<file path="src/rtl/vending_machine_multi.sv">
// ----------------------------------------------------------------------------
// vending_machine_multi
//   Multi-item vending controller. It sits between the coin acceptor / keypad
//   front end and the dispenser / coin-hopper drivers. It accumulates credit,
//   vends one of NUM_ITEMS products at its own price, keeps a stock count per
//   item, and pays change back serially, one credit unit per cycle.
//
//   Optional build macro: VM_RESTOCK_EN
//     When defined, the block gains a `restock` input. A restock pulse seen
//     in COLLECT reloads every stock counter to STOCK_INIT.
//
// Ports
//   clk          system clock, rising edge
//   rst          synchronous active-high reset
//   coin_in      one-cycle coin-accepted strobe
//   coin_val     coin denomination: 00=1, 01=2, 10=5, 11=invalid
//   item_sel     item selected for dispense
//   dispense     vend request, level-sampled every cycle
//   cancel       abort the transaction and refund all credit
//   restock      (VM_RESTOCK_EN only) reload all stock counters
//   item_out     one-cycle vend pulse
//   item_id      item vended; valid while item_out=1
//   change_out   one-cycle pulse per refunded credit unit
//   coin_reject  one-cycle pulse for a coin that was rejected
//   credit       current credit
//   sold_out     bit i is set while stock[i]==0
//   busy         high in VEND or CHANGE
// ----------------------------------------------------------------------------
// state     | meaning
// ----------+------------------------------------------------------------
// S_COLLECT | accept coins, wait for a dispense or cancel request
// S_VEND    | item_out pulse; choose CHANGE or COLLECT from remaining credit
// S_CHANGE  | one change_out pulse per cycle until credit reaches 0
// ----------------------------------------------------------------------------
module vending_machine_multi #(
    parameter int                            NUM_ITEMS  = 4,
    parameter int                            CREDIT_W   = 5,
    parameter int                            MAX_CREDIT = 15,
    parameter logic [NUM_ITEMS*CREDIT_W-1:0] PRICE_LIST = {5'd10, 5'd7, 5'd3, 5'd5},
    parameter int                            STOCK_W    = 3,
    parameter int                            STOCK_INIT = 2
) (
    input  logic                         clk,
    input  logic                         rst,
    input  logic                         coin_in,
    input  logic [1:0]                   coin_val,
    input  logic [$clog2(NUM_ITEMS)-1:0] item_sel,
    input  logic                         dispense,
    input  logic                         cancel,
`ifdef VM_RESTOCK_EN
    input  logic                         restock,
`endif
    output logic                         item_out,
    output logic [$clog2(NUM_ITEMS)-1:0] item_id,
    output logic                         change_out,
    output logic                         coin_reject,
    output logic [CREDIT_W-1:0]          credit,
    output logic [NUM_ITEMS-1:0]         sold_out,
    output logic                         busy
);

    localparam int SEL_W = $clog2(NUM_ITEMS);

    typedef enum logic [1:0] {S_COLLECT, S_VEND, S_CHANGE} state_t;

    state_t              state_q, state_d;
    logic [CREDIT_W-1:0] credit_q, credit_d;
    logic [STOCK_W-1:0]  stock_q [NUM_ITEMS];
    logic [STOCK_W-1:0]  stock_d [NUM_ITEMS];
    logic                item_out_q, item_out_d;
    logic [SEL_W-1:0]    item_id_q, item_id_d;
    logic                change_out_q, change_out_d;
    logic                coin_reject_q, coin_reject_d;
    logic [NUM_ITEMS-1:0] sold_out_q, sold_out_d;
    logic                busy_q, busy_d;

    logic [CREDIT_W-1:0] price_tbl [NUM_ITEMS];
    logic                sel_ok;
    logic [SEL_W-1:0]    sel_idx;
    logic [CREDIT_W-1:0] sel_price;
    logic                can_vend;
    logic                coin_valid;
    logic [CREDIT_W:0]   coin_value;
    logic [CREDIT_W:0]   coin_sum;
    logic                coin_fits;

    always_comb begin
        for (int i = 0; i < NUM_ITEMS; i++) begin
            price_tbl[i] = PRICE_LIST[i*CREDIT_W +: CREDIT_W];
        end
    end

    // Out-of-range selections behave as sold out; the index is clamped so
    // the table lookups never read past the arrays.
    always_comb begin
        sel_ok    = (int'(item_sel) < NUM_ITEMS);
        sel_idx   = sel_ok ? item_sel : '0;
        sel_price = price_tbl[sel_idx];
        can_vend  = sel_ok && (stock_q[sel_idx] != '0) && (credit_q >= sel_price);
    end

    // The sum is one bit wider than credit, so an overflowing coin is caught
    // instead of wrapping.
    always_comb begin
        coin_valid = 1'b1;
        coin_value = '0;
        case (coin_val)
            2'b00:   coin_value = (CREDIT_W+1)'(1);
            2'b01:   coin_value = (CREDIT_W+1)'(2);
            2'b10:   coin_value = (CREDIT_W+1)'(5);
            default: coin_valid = 1'b0;
        endcase
        coin_sum  = {1'b0, credit_q} + coin_value;
        coin_fits = coin_valid && (coin_sum <= (CREDIT_W+1)'(MAX_CREDIT));
    end

    // Outputs are registered. Each output is computed for the state being
    // entered, so item_out lines up with VEND and change_out with CHANGE.
    always_comb begin
        state_d       = state_q;
        credit_d      = credit_q;
        stock_d       = stock_q;
        item_out_d    = 1'b0;
        item_id_d     = item_id_q;
        change_out_d  = 1'b0;
        coin_reject_d = 1'b0;

        case (state_q)
            S_COLLECT: begin
                if (cancel) begin
                    coin_reject_d = coin_in;
                    if (credit_q != '0) begin
                        state_d      = S_CHANGE;
                        change_out_d = 1'b1;
                        credit_d     = credit_q - 1'b1;
                    end
`ifdef VM_RESTOCK_EN
                end else if (restock) begin
                    coin_reject_d = coin_in;
                    for (int i = 0; i < NUM_ITEMS; i++) begin
                        stock_d[i] = STOCK_W'(STOCK_INIT);
                    end
`endif
                end else if (dispense && can_vend) begin
                    coin_reject_d    = coin_in;
                    state_d          = S_VEND;
                    item_out_d       = 1'b1;
                    item_id_d        = sel_idx;
                    credit_d         = credit_q - sel_price;
                    stock_d[sel_idx] = stock_q[sel_idx] - 1'b1;
                end else if (coin_in) begin
                    // A refused dispense request falls through to here, so a
                    // coin in the same cycle is still taken.
                    if (coin_fits) begin
                        credit_d = coin_sum[CREDIT_W-1:0];
                    end else begin
                        coin_reject_d = 1'b1;
                    end
                end
            end

            S_VEND: begin
                coin_reject_d = coin_in;
                if (credit_q != '0) begin
                    state_d      = S_CHANGE;
                    change_out_d = 1'b1;
                    credit_d     = credit_q - 1'b1;
                end else begin
                    state_d = S_COLLECT;
                end
            end

            S_CHANGE: begin
                coin_reject_d = coin_in;
                if (credit_q != '0) begin
                    change_out_d = 1'b1;
                    credit_d     = credit_q - 1'b1;
                end else begin
                    state_d = S_COLLECT;
                end
            end

            default: begin
                state_d = S_COLLECT;
            end
        endcase
    end

    always_comb begin
        for (int i = 0; i < NUM_ITEMS; i++) begin
            sold_out_d[i] = (stock_d[i] == '0);
        end
        busy_d = (state_d != S_COLLECT);
    end

    always_ff @(posedge clk) begin
        if (rst) begin
            state_q       <= S_COLLECT;
            credit_q      <= '0;
            for (int i = 0; i < NUM_ITEMS; i++) begin
                stock_q[i] <= STOCK_W'(STOCK_INIT);
            end
            item_out_q    <= 1'b0;
            item_id_q     <= '0;
            change_out_q  <= 1'b0;
            coin_reject_q <= 1'b0;
            sold_out_q    <= (STOCK_INIT == 0) ? '1 : '0;
            busy_q        <= 1'b0;
        end else begin
            state_q       <= state_d;
            credit_q      <= credit_d;
            stock_q       <= stock_d;
            item_out_q    <= item_out_d;
            item_id_q     <= item_id_d;
            change_out_q  <= change_out_d;
            coin_reject_q <= coin_reject_d;
            sold_out_q    <= sold_out_d;
            busy_q        <= busy_d;
        end
    end

    assign item_out    = item_out_q;
    assign item_id     = item_id_q;
    assign change_out  = change_out_q;
    assign coin_reject = coin_reject_q;
    assign credit      = credit_q;
    assign sold_out    = sold_out_q;
    assign busy        = busy_q;

endmodule
</file>
<file path="config.mk">
export PLATFORM = sky130hd
export DESIGN_NAME = vending_machine_multi
export DESIGN_NICKNAME = d
export VERILOG_FILES = /design/src/rtl/vending_machine_multi.sv
export SDC_FILE = /design/constraint.sdc
export NUM_CORES = 1
export LEC_CHECK = 0
export CORE_MARGIN = 2
export CORE_UTILIZATION = 49
export CTS_BUF_LIST = sky130_fd_sc_hd__clkbuf_8
export CTS_CLUSTER_SIZE = 10
export DETAILED_ROUTE_END_ITERATION = 8
export PLACE_DENSITY = 0.74
export SYNTH_ARGS = -nofsm -noshare
export SYNTH_HDL_FRONTEND = slang
export SYNTH_SLANG_ARGS = --single-unit
</file>
<file path="constraint.sdc">
create_clock -name clk -period 4.06 [get_ports clk]
set_input_delay 0.812 -clock clk [delete_from_list [all_inputs] [get_ports clk]]
set_output_delay 0.812 -clock clk [all_outputs]
set_load 0.02 [all_outputs]
</file>
# Yosys cells after proc, flatten, opt, wreduce, memory -nomap -nowiden

Cells that the tools add are included.

Register bits after elaboration: 29
Bits in latches: 0
Bits in writable memories: 0
Bits in read-only memories: 0
Bits of input ports: 9
Output and inout bits: 15
Logic and storage cells: 83
Memories kept: 0

$add $sub $neg: 4
Multiply operators: 0
Divide/modulo/power cells: 0
$lt $le $gt $ge: 4
Equality and inequality tests: 6
Shifts and indexed selects: 0
Mux-type cells: 35
Bitwise gates (word level): 3
Reduce and logical (&&, ||, !) cells: 19

Operators with widths:

| kind                                                 | count |
|---|---|
| 2-to-1 mux 12 bit                                    | 3 |
| 2-to-1 mux 5 bit                                     | 7 |
| bitwise mux 12 bit                                   | 1 |
| zero test 3 bit                                      | 4 |
| binary-select mux 5 bit (select 2 bit)               | 1 |
| 2-to-1 mux 2 bit                                     | 5 |
| one-hot mux 5 bit (2 select lines)                   | 1 |
| 2-to-1 mux 3 bit                                     | 3 |
| one-hot mux 3 bit (3 select lines)                   | 1 |
| 2-to-1 mux 1 bit                                     | 8 |
| != test 4 bit (second input constant)                | 2 |
| adder 5 x 6 -> 6 bit                                 | 1 |
| binary-select mux 3 bit (select 2 bit)               | 1 |
| demux 3 bit (select 2 bit)                           | 1 |
| <= comparator 6 x 4 -> 1 bit (second input constant) | 1 |
| one-hot mux 2 bit (3 select lines)                   | 1 |
| AND reduction 3 bit                                  | 2 |
| OR reduction 3 bit                                   | 2 |
| >= comparator 5 bit                                  | 1 |
| nonzero test 5 bit                                   | 1 |
| subtractor 5 x 1 -> 5 bit (second input constant)    | 1 |
| subtractor 5 bit                                     | 1 |
| equality test 2 x 1 -> 1 bit (second input constant) | 2 |
| equality test 2 bit (second input constant)          | 2 |
| other kinds (11)                                     | 18 |

# Longest topological paths before layout

Gate-level depths: netlist of run 1.

Depth in word-level cells: 11
Gate-level depth with buffers: 12

# Worst setup path after synthesis of run 1

Ideal clock, no wire load.

Path kind: in2reg
Start point: in item_sel[0]
End point: reg credit_q[1], in the netlist credit[1]
Setup time: 0.130 ns
Arrival: 2.695 ns
Required time: 3.930 ns
Path slack: 1.235 ns
Stages on the path: 10
Path buffers: 1
Cell sequence: buf_2 -> nor2_1 -> ha_1 -> nor2b_1 -> o31ai_1 -> a31oi_4 -> a311oi_2 -> nor2_1 -> a21oi_1 -> nor3_2

Longest elaborated chain between the ends: 10
Elaborated cells between the ends (all ways): 18
Classes of those cells: 1 x add/sub; 1 x order compare; 2 x eq/ne; 9 x mux; 1 x bitwise; 4 x reduce/logical

RTL lines:

| what                                                                                             | line   | text |
|---|---|---|
| start: declaration                                                                               | 47     | `input logic [$clog2(NUM_ITEMS)-1:0] item_sel,` |
| NOT 2 -> 3 bit (implied by the code) *                                                           | 98, 99 |  |
| binary-select mux 5 bit (select 2 bit) or binary-select mux 3 bit (select 2 bit) (tied branches) | 98, 99 |  |
| 2-to-1 mux 5 bit (implied by the code) or 2-to-1 mux 3 bit (tied branches) (2 in series)         | 98, 99 |  |
| >= comparator 5 bit or nonzero test 3 bit (tied branches)                                        | 99     | `can_vend = sel_ok && (stock_q[sel_idx] != '0) && (credit_q >= sel_price);` |
| logical AND 1 bit                                                                                | 99     |  |
| logical AND 1 bit                                                                                | 144    | `end else if (dispense && can_vend) begin` |
| 2-to-1 mux 5 bit                                                                                 | 144    |  |
| 2-to-1 mux 5 bit                                                                                 | 130    | `if (cancel) begin` |
| one-hot mux 5 bit (2 select lines)                                                               | 128    | `case (state_q)` |
| end signal: assignment                                                                           | 211    | `credit_q <= credit_d;` |
| end: declaration                                                                                 | 67     | `logic [CREDIT_W-1:0] credit_q, credit_d;` |

Every way passes the cells marked *; elsewhere a longest branch is shown, timed or not. The select of a mux whose other input is x is not followed.
A chain may end at the register's enable or synchronous reset.

# Final worst setup path of run 1

Start point: in item_sel[0]
End point: reg credit_q[3], in the netlist credit[3]

Same word-level chain as after synthesis.

==> flow_metrics.env, run 1 <==
export IMPL_io_buffers=23
export IMPL_antenna_found_initial=0
export IMPL_synth_xor_area_share_pct=4.77
export IMPL_ys_seq_area_share_pct=31.6
export IMPL_post_cts_setup_buffer_count=0
export IMPL_syn_num_nets=237
export IMPL_hp_start="item_id[1]"
export IMPL_synth_cells=212
export IMPL_insertion_delay_ns=0.29
export IMPL_clock_path_buffers=2
export IMPL_critPathLaunch="item_sel[0]"
export IMPL_crit_buf_inv=1
export IMPL_p_leak_nw=0.905
export IMPL_yosys_area_share_simple_pct=23.0
export IMPL_ctsHoldBuffers=0
export IMPL_num_io_pins=24
export IMPL_synth_area_um2=1840
export IMPL_grt_max_degree=20
export IMPL_cpMaxStageDelayCell="clkdlybuf4s50_1"
export IMPL_synthAdderAreaFrac_pct=11.7
export IMPL_via_per_inst=5.60
export IMPL_first_global_vias=1477
export IMPL_slew_headroom_pct=62.2
export IMPL_cap_viol_max_count=0
export IMPL_drv_slew=0
export IMPL_synth_top_area_share_pct=31.6
export IMPL_ys_ff_latch=29
export IMPL_synth_top_family_by_area="simple AND/OR/NAND/NOR gates"
export IMPL_n_antenna_cell=0
export IMPL_dp_hpwl_mm=3.05
export IMPL_dieArea_um2=4250
export IMPL_worst_setup_path_type="in -> reg"
export IMPL_drt_iter0_drc=87
export IMPL_num_vias=1591
export IMPL_utilization_pct=60.0
export IMPL_reg2reg_from="credit[1]"
export IMPL_synth_edf_count=0
export IMPL_ys_flop_type="dfxtp_1"
export IMPL_timing_fmax_mhz=288
export IMPL_die_y_um=65.2
export IMPL_hold_violations=0
export IMPL_ant_nets=0
export IMPL_drc=0
export IMPL_grt_util_all_layers_pct=20.9
export IMPL_globalplace_congestion=0.886
export IMPL_wl_mm=3.96
export IMPL_synthArstFlopShare_pct=0
export IMPL_h_tree_depth=2
export IMPL_routedWlPerCell_um=14.0
export IMPL_peakVddDrop_mv=0.324
export IMPL_cp_start_kind="input pin"
export IMPL_path_cells="clkdlybuf4s50_1 > nor2_1 > ha_1 > nor2b_1 > o31ai_1 > a31oi_4 > a311oi_2 > or2_2 > nand2_1 > a21oi_1"
export IMPL_syn_to_final_growth_pct=18.7
export IMPL_synth_area_leader_cell="dfxtp_1"
export IMPL_overflow=0
export IMPL_fin_nets=260
export IMPL_path_clk_slew_ns=0.07
export IMPL_core_um2=3630
export IMPL_min_period_ns=3.47
export IMPL_grt_pass1_wl_mm=6.76
export IMPL_synth_commonest_cells="dfxtp_1, nor2_1, ha_1, nand2_1"
export IMPL_die_w_um=65.2
export IMPL_syn_avg_cell_area_um2=8.66
export IMPL_hold_end="item_id[1]"
export IMPL_status="finished, final reports clean"
export IMPL_fin_crit_sh_pct=85.5
export IMPL_ys_warn_count=0
export IMPL_rsz0062_at_grt="no"
export IMPL_ys_types=47
export IMPL_post_route_cells_drive_above_1_share_pct=8.47
export IMPL_cp_required_ns=4.26
export IMPL_hold_path_cell_count=2
export IMPL_holdCritPathClass="reg -> reg"
export IMPL_reg2regPathDepth=9
export IMPL_rows=22
export IMPL_crit_family="compound AO/OA/AOI/OAI gates"
export IMPL_cts_sinks=29
export IMPL_synth_compound_gate_area_share_pct=15.2
export IMPL_synth_area_leaders="dfxtp_1, ha_1, mux2i_1"
export IMPL_initial_core_util_pct=50.6
export IMPL_worstMarginPinSlew_ns=0.566
export IMPL_cts_buffers=5
export IMPL_rrSetupSlack_ns=1.49
export IMPL_cts_tree="built"
export IMPL_max_stage_delay_ns=0.61
export IMPL_cts_resized=0
export IMPL_crit_fanout=19
export IMPL_rr_endpoint="credit[4]"
export IMPL_critical_path_arrival_ns=3.67
export IMPL_root_buffer="clkbuf_8"
export IMPL_powerDensity_nw_per_um2=572
export IMPL_first_pass_iters=4
export IMPL_synthMuxAreaShare_pct=9.13
export IMPL_fin_worst_skew_ns=0.00793
export IMPL_yosys_cell_count_top_type="dfxtp_1"
export IMPL_endpoint_kind="register"
export IMPL_tns_ns=0
export IMPL_finalSetupViolations=0
-- per-stage QoR --
step / hold WS [ns] / instances / power [mW] / setup WS [ns] / cell area, um2
finish: 0.465 / 284 / 1.25 / 0.588 / 2180
global route: 0.490 / 284 / 1.34 / 0.419 / 2180
CTS: 0.464 / 284 / 1.25 / 0.618 / 2180
detailed placement: 0.448 / 276 / 1.02 / 0.339 / 2100
global placement: 0.449 / 276 / 1.01 / 0.392 / 2100
floorplan: 0.483 / 212 / 0.841 / 1.23 / 1840
-- power by group --
group          switching, mW  internal (mW)
Sequential            0.0552          0.331
Combinational          0.355          0.277
Clock                  0.113          0.116
Total                  0.523          0.724
-- cells by family (layout without fill, tap and decap cells) --
group / Yosys count / in the layout
flops: 29 / 29
buf+inv: 21 / 45
fa+ha+maj: 16 / 16
mux: 13 / 13
simple gates: 82 / 82
compound gates: 41 / 41
xor+xnor: 10 / 10
-- state kept, by name (all words and copies together) (netlist names) --
| signal | cells |
|---|---|
| change_out | 1 |
| coin_reject | 1 |
| busy | 1 |
| sold_out | 4 |
| stock_q | 12 |
| item_id | 2 |
| state_q | 2 |
| credit | 5 |
| item_out | 1 |
-- worst max path at each step --
stage | to | slack [ns] | cells past startpoint
floorplan | credit[1] | 1.23 | 10
global placement | credit[3] | 0.39 | 10
detailed placement | credit[3] | 0.34 | 10
CTS | credit[3] | 0.62 | 10
global route | credit[3] | 0.42 | 10
finish | credit[3] | 0.59 | 10
-- layout by cell type, fill, tap and decap left out, types with 2 or more instances in the layout --
cell type         n
nor2b_1           6
a31oi_1           2
nand2_1          14
mux2i_1          10
ha_1             14
clkbuf_8          5
or2_2             2
nand3_1           9
nand2b_1          3
fa_1              2
a21oi_1           8
inv_1            13
clkdlybuf4s50_1  23
clkinv_2          2
o211ai_1          2
o21ai_0          12
nor4_1            4
o21ai_1           2
nor3b_1           2
or3b_2            2
mux4_2            3
dfxtp_1          29
xor2_1            9
and2_1            3
a21o_1            2
nand4_1           2
nand3b_1          2
nor2_1           24
nor3_1            4
nand4b_1          2
o221ai_1          2
o21a_1            2
-- worst register-to-register path, cell delays in order, from the launching register on --
cell	delay, ns
dfxtp_1	0.49
inv_1	0.14
fa_1	0.46
nor2b_1	0.12
o21ai_0	0.11
xor2_1	0.34
a311oi_2	0.18
or2_2	0.35
o211ai_1	0.20
o21ai_1	0.09
-- metal layers --
metal | wire, um | up-vias | global-route usage, % | part of all wire, %
met5 | 0 | - | 0 | 0
met3 | 233 | 5 | 5.82 | 5.9
met4 | 68 | 0 | 9.11 | 1.7
li1 | - | 796 | - | -
met1 | 1910 | 748 | 30.0 | 48
met2 | 1760 | 42 | 29.0 | 44
-- final cells by class --
class	count	area [um2]
clock buffer	5	68.8
clock inverter	3	13.8
fill	338	1450
inverter	13	48.8
multi-input combinational	162	1170
sequential	29	581
tap	48	60.1
timing repair buffer	24	238
Power figures use the tool's default switching activity.
==> run 2: changes to the inputs <==
CORE_MARGIN = 4   (was 2)
SLEW_MARGIN = 20   (was default)
==> run 2 against run 1 <==
Compared with the run above:
- via count decreased by 2.6%
- setup slack improved by 0.027 ns
- combinational power increased by 0.8%
- sequential share of layout area decreased by 0.42 points
- largest power group unchanged
==> flow_metrics.env, run 2 (synthesized netlist as in run 1, its figures left out) <==
export IMPL_min_period_ns=3.45
export IMPL_cts_tree="built"
export IMPL_drc=0
export IMPL_path_cells="clkdlybuf4s50_1 > nand2_1 > ha_1 > o21a_1 > o31ai_1 > a31oi_4 > inv_2 > or4_1 > o221ai_1 > o2bb2ai_1"
export IMPL_path_clk_slew_ns=0.07
export IMPL_powerDensity_nw_per_um2=606
export IMPL_tns_ns=0
export IMPL_placedCellCount=274
export IMPL_first_pass_iters=4
export IMPL_rsz0062_at_grt="no"
export IMPL_timing_fmax_mhz=290
export IMPL_post_cts_setup_buffer_count=0
export IMPL_wl_mm=4.00
export IMPL_h_tree_depth=2
export IMPL_cts_buffers=5
export IMPL_n_antenna_cell=0
export IMPL_drt_iter0_drc=113
export IMPL_globalplace_congestion=0.877
export IMPL_ctsHoldBuffers=0
export IMPL_insertion_delay_ns=0.28
export IMPL_io_buffers=23
export IMPL_syn_to_final_growth_pct=20.6
export IMPL_die_y_um=69.2
export IMPL_crit_buf_inv=2
export IMPL_cts_resized=0
export IMPL_status="finished, final reports clean"
export IMPL_instances_no_fill=282
export IMPL_post_route_cells_drive_above_1_share_pct=8.90
export IMPL_placed_area_um2=2100
export IMPL_slew_headroom_pct=64.0
export IMPL_cap_viol_max_count=0
export IMPL_power_mw=1.34
export IMPL_die_w_um=69.2
export IMPL_cpMaxStageDelayCell="clkdlybuf4s50_1"
export IMPL_ant_nets=0
export IMPL_crit_family="compound AO/OA/AOI/OAI gates"
export IMPL_crit_fanout=19
export IMPL_dp_hpwl_mm=2.97
export IMPL_max_stage_delay_ns=0.73
export IMPL_peakVddDrop_mv=0.361
export IMPL_holdCritPathClass="reg -> reg"
export IMPL_fin_worst_skew_ns=0.00428
export IMPL_regMostFlops="stock_q"
export IMPL_drv_slew=0
export IMPL_first_global_vias=1479
export IMPL_cp_start_kind="input pin"
export IMPL_num_vias=1549
export IMPL_cp_required_ns=4.27
export IMPL_clock_path_buffers=2
export IMPL_grt_pass1_wl_mm=6.96
export IMPL_critical_path_arrival_ns=3.66
export IMPL_num_io_pins=24
export IMPL_fin_nets=260
export IMPL_worstMarginPinSlew_ns=0.538
export IMPL_worst_setup_path_type="in -> reg"
export IMPL_final_cell_area_um2=2220
export IMPL_largest_reg_flops=12
export IMPL_core_um2=3470
export IMPL_hold_violations=0
export IMPL_mostFrequentLayoutCell="dfxtp_1"
export IMPL_num_fill_cells=312
export IMPL_cts_sinks=29
export IMPL_grt_util_all_layers_pct=17.8
export IMPL_finalSetupViolations=0
export IMPL_p_leak_nw=0.913
export IMPL_grt_max_degree=20
export IMPL_antenna_found_initial=0
export IMPL_dieArea_um2=4790
export IMPL_root_buffer="clkbuf_8"
export IMPL_fin_crit_sh_pct=84.9
export IMPL_endpoint_kind="register"
export IMPL_rows=21
export IMPL_overflow=0
export IMPL_routedWlPerCell_um=14.2
export IMPL_via_per_inst=5.49
export IMPL_final_cell_mix="dfxtp_1, nor2_1, clkdlybuf4s50_1, nand2_1, ha_1"
export IMPL_initial_core_util_pct=53.0
==> run 2: cell count changes in the layout (fill, tap and decap cells not counted) <==
cell	delta
bufinv_16	+1
clkbuf_8	+1
clkinv_2	-2
clkinvlp_4	+1
inv_1	-1
==> run 2: power by group <==
part           internal [mW]  leakage [nW]  switching (mW)
Sequential             0.330         0.236          0.0577
Combinational          0.277         0.620           0.360
Clock                  0.199        0.0574           0.118
Total                  0.807         0.913           0.535
==> run 2: metrics by stage <==
step	hold slack (ns)	utilization, %	worst slack (ns)
6_report	0.477	63.9	0.615
5_1_grt	0.486	63.9	0.356
4_1_cts	0.472	63.9	0.626
3_5_place_dp	0.453	60.4	0.349
3_3_place_gp	0.451	60.4	0.418
2_1_floorplan	0.483	-	1.23
==> run 2: worst paths after layout <==
kind / slack [ns] / startpoint / cells past startpoint / endpoint
max reg2reg: 1.47 / credit[0] / 10 / credit[4]
min reg2reg: 0.48 / item_id[0] / 2 / item_id[0]
max: 0.61 / item_sel[0] / 10 / credit[0]
min: 0.48 / item_id[0] / 2 / item_id[0]
==> run 2: per-layer routing <==
metal	vias to the layer above	share of wire (%)	GRT usage [%]
li1	798	-	-
met1	709	52	25.8
met2	38	40	24.3
met3	4	6.4	6.52
met4	0	0.85	5.42
met5	-	0	0
==> run 2: layout make-up <==
type                    count  area (um2)  share of cell area [%]
repair buffers             24         238                    10.7
flip-flops and latches     29         581                    26.2
inverters                  13        48.8                    2.20
clock inverters             2        37.5                    1.69
well taps                  46        57.6                    2.60
clock buffers               6        82.6                    3.73
multi-input cells         162        1170                    52.9
==> run 2: worst reg2reg max path, delay by kind of cell, from the launching register on <==
kind | cells | cell delay (ns)
buffers and inverters | 1 | 0.06
adder cells (fa/ha/maj) | 2 | 0.62
AND/OR/NAND/NOR | 2 | 0.47
flip-flops | 1 | 0.43
XOR/XNOR | 1 | 0.37
AO/OA/AOI/OAI | 4 | 0.54
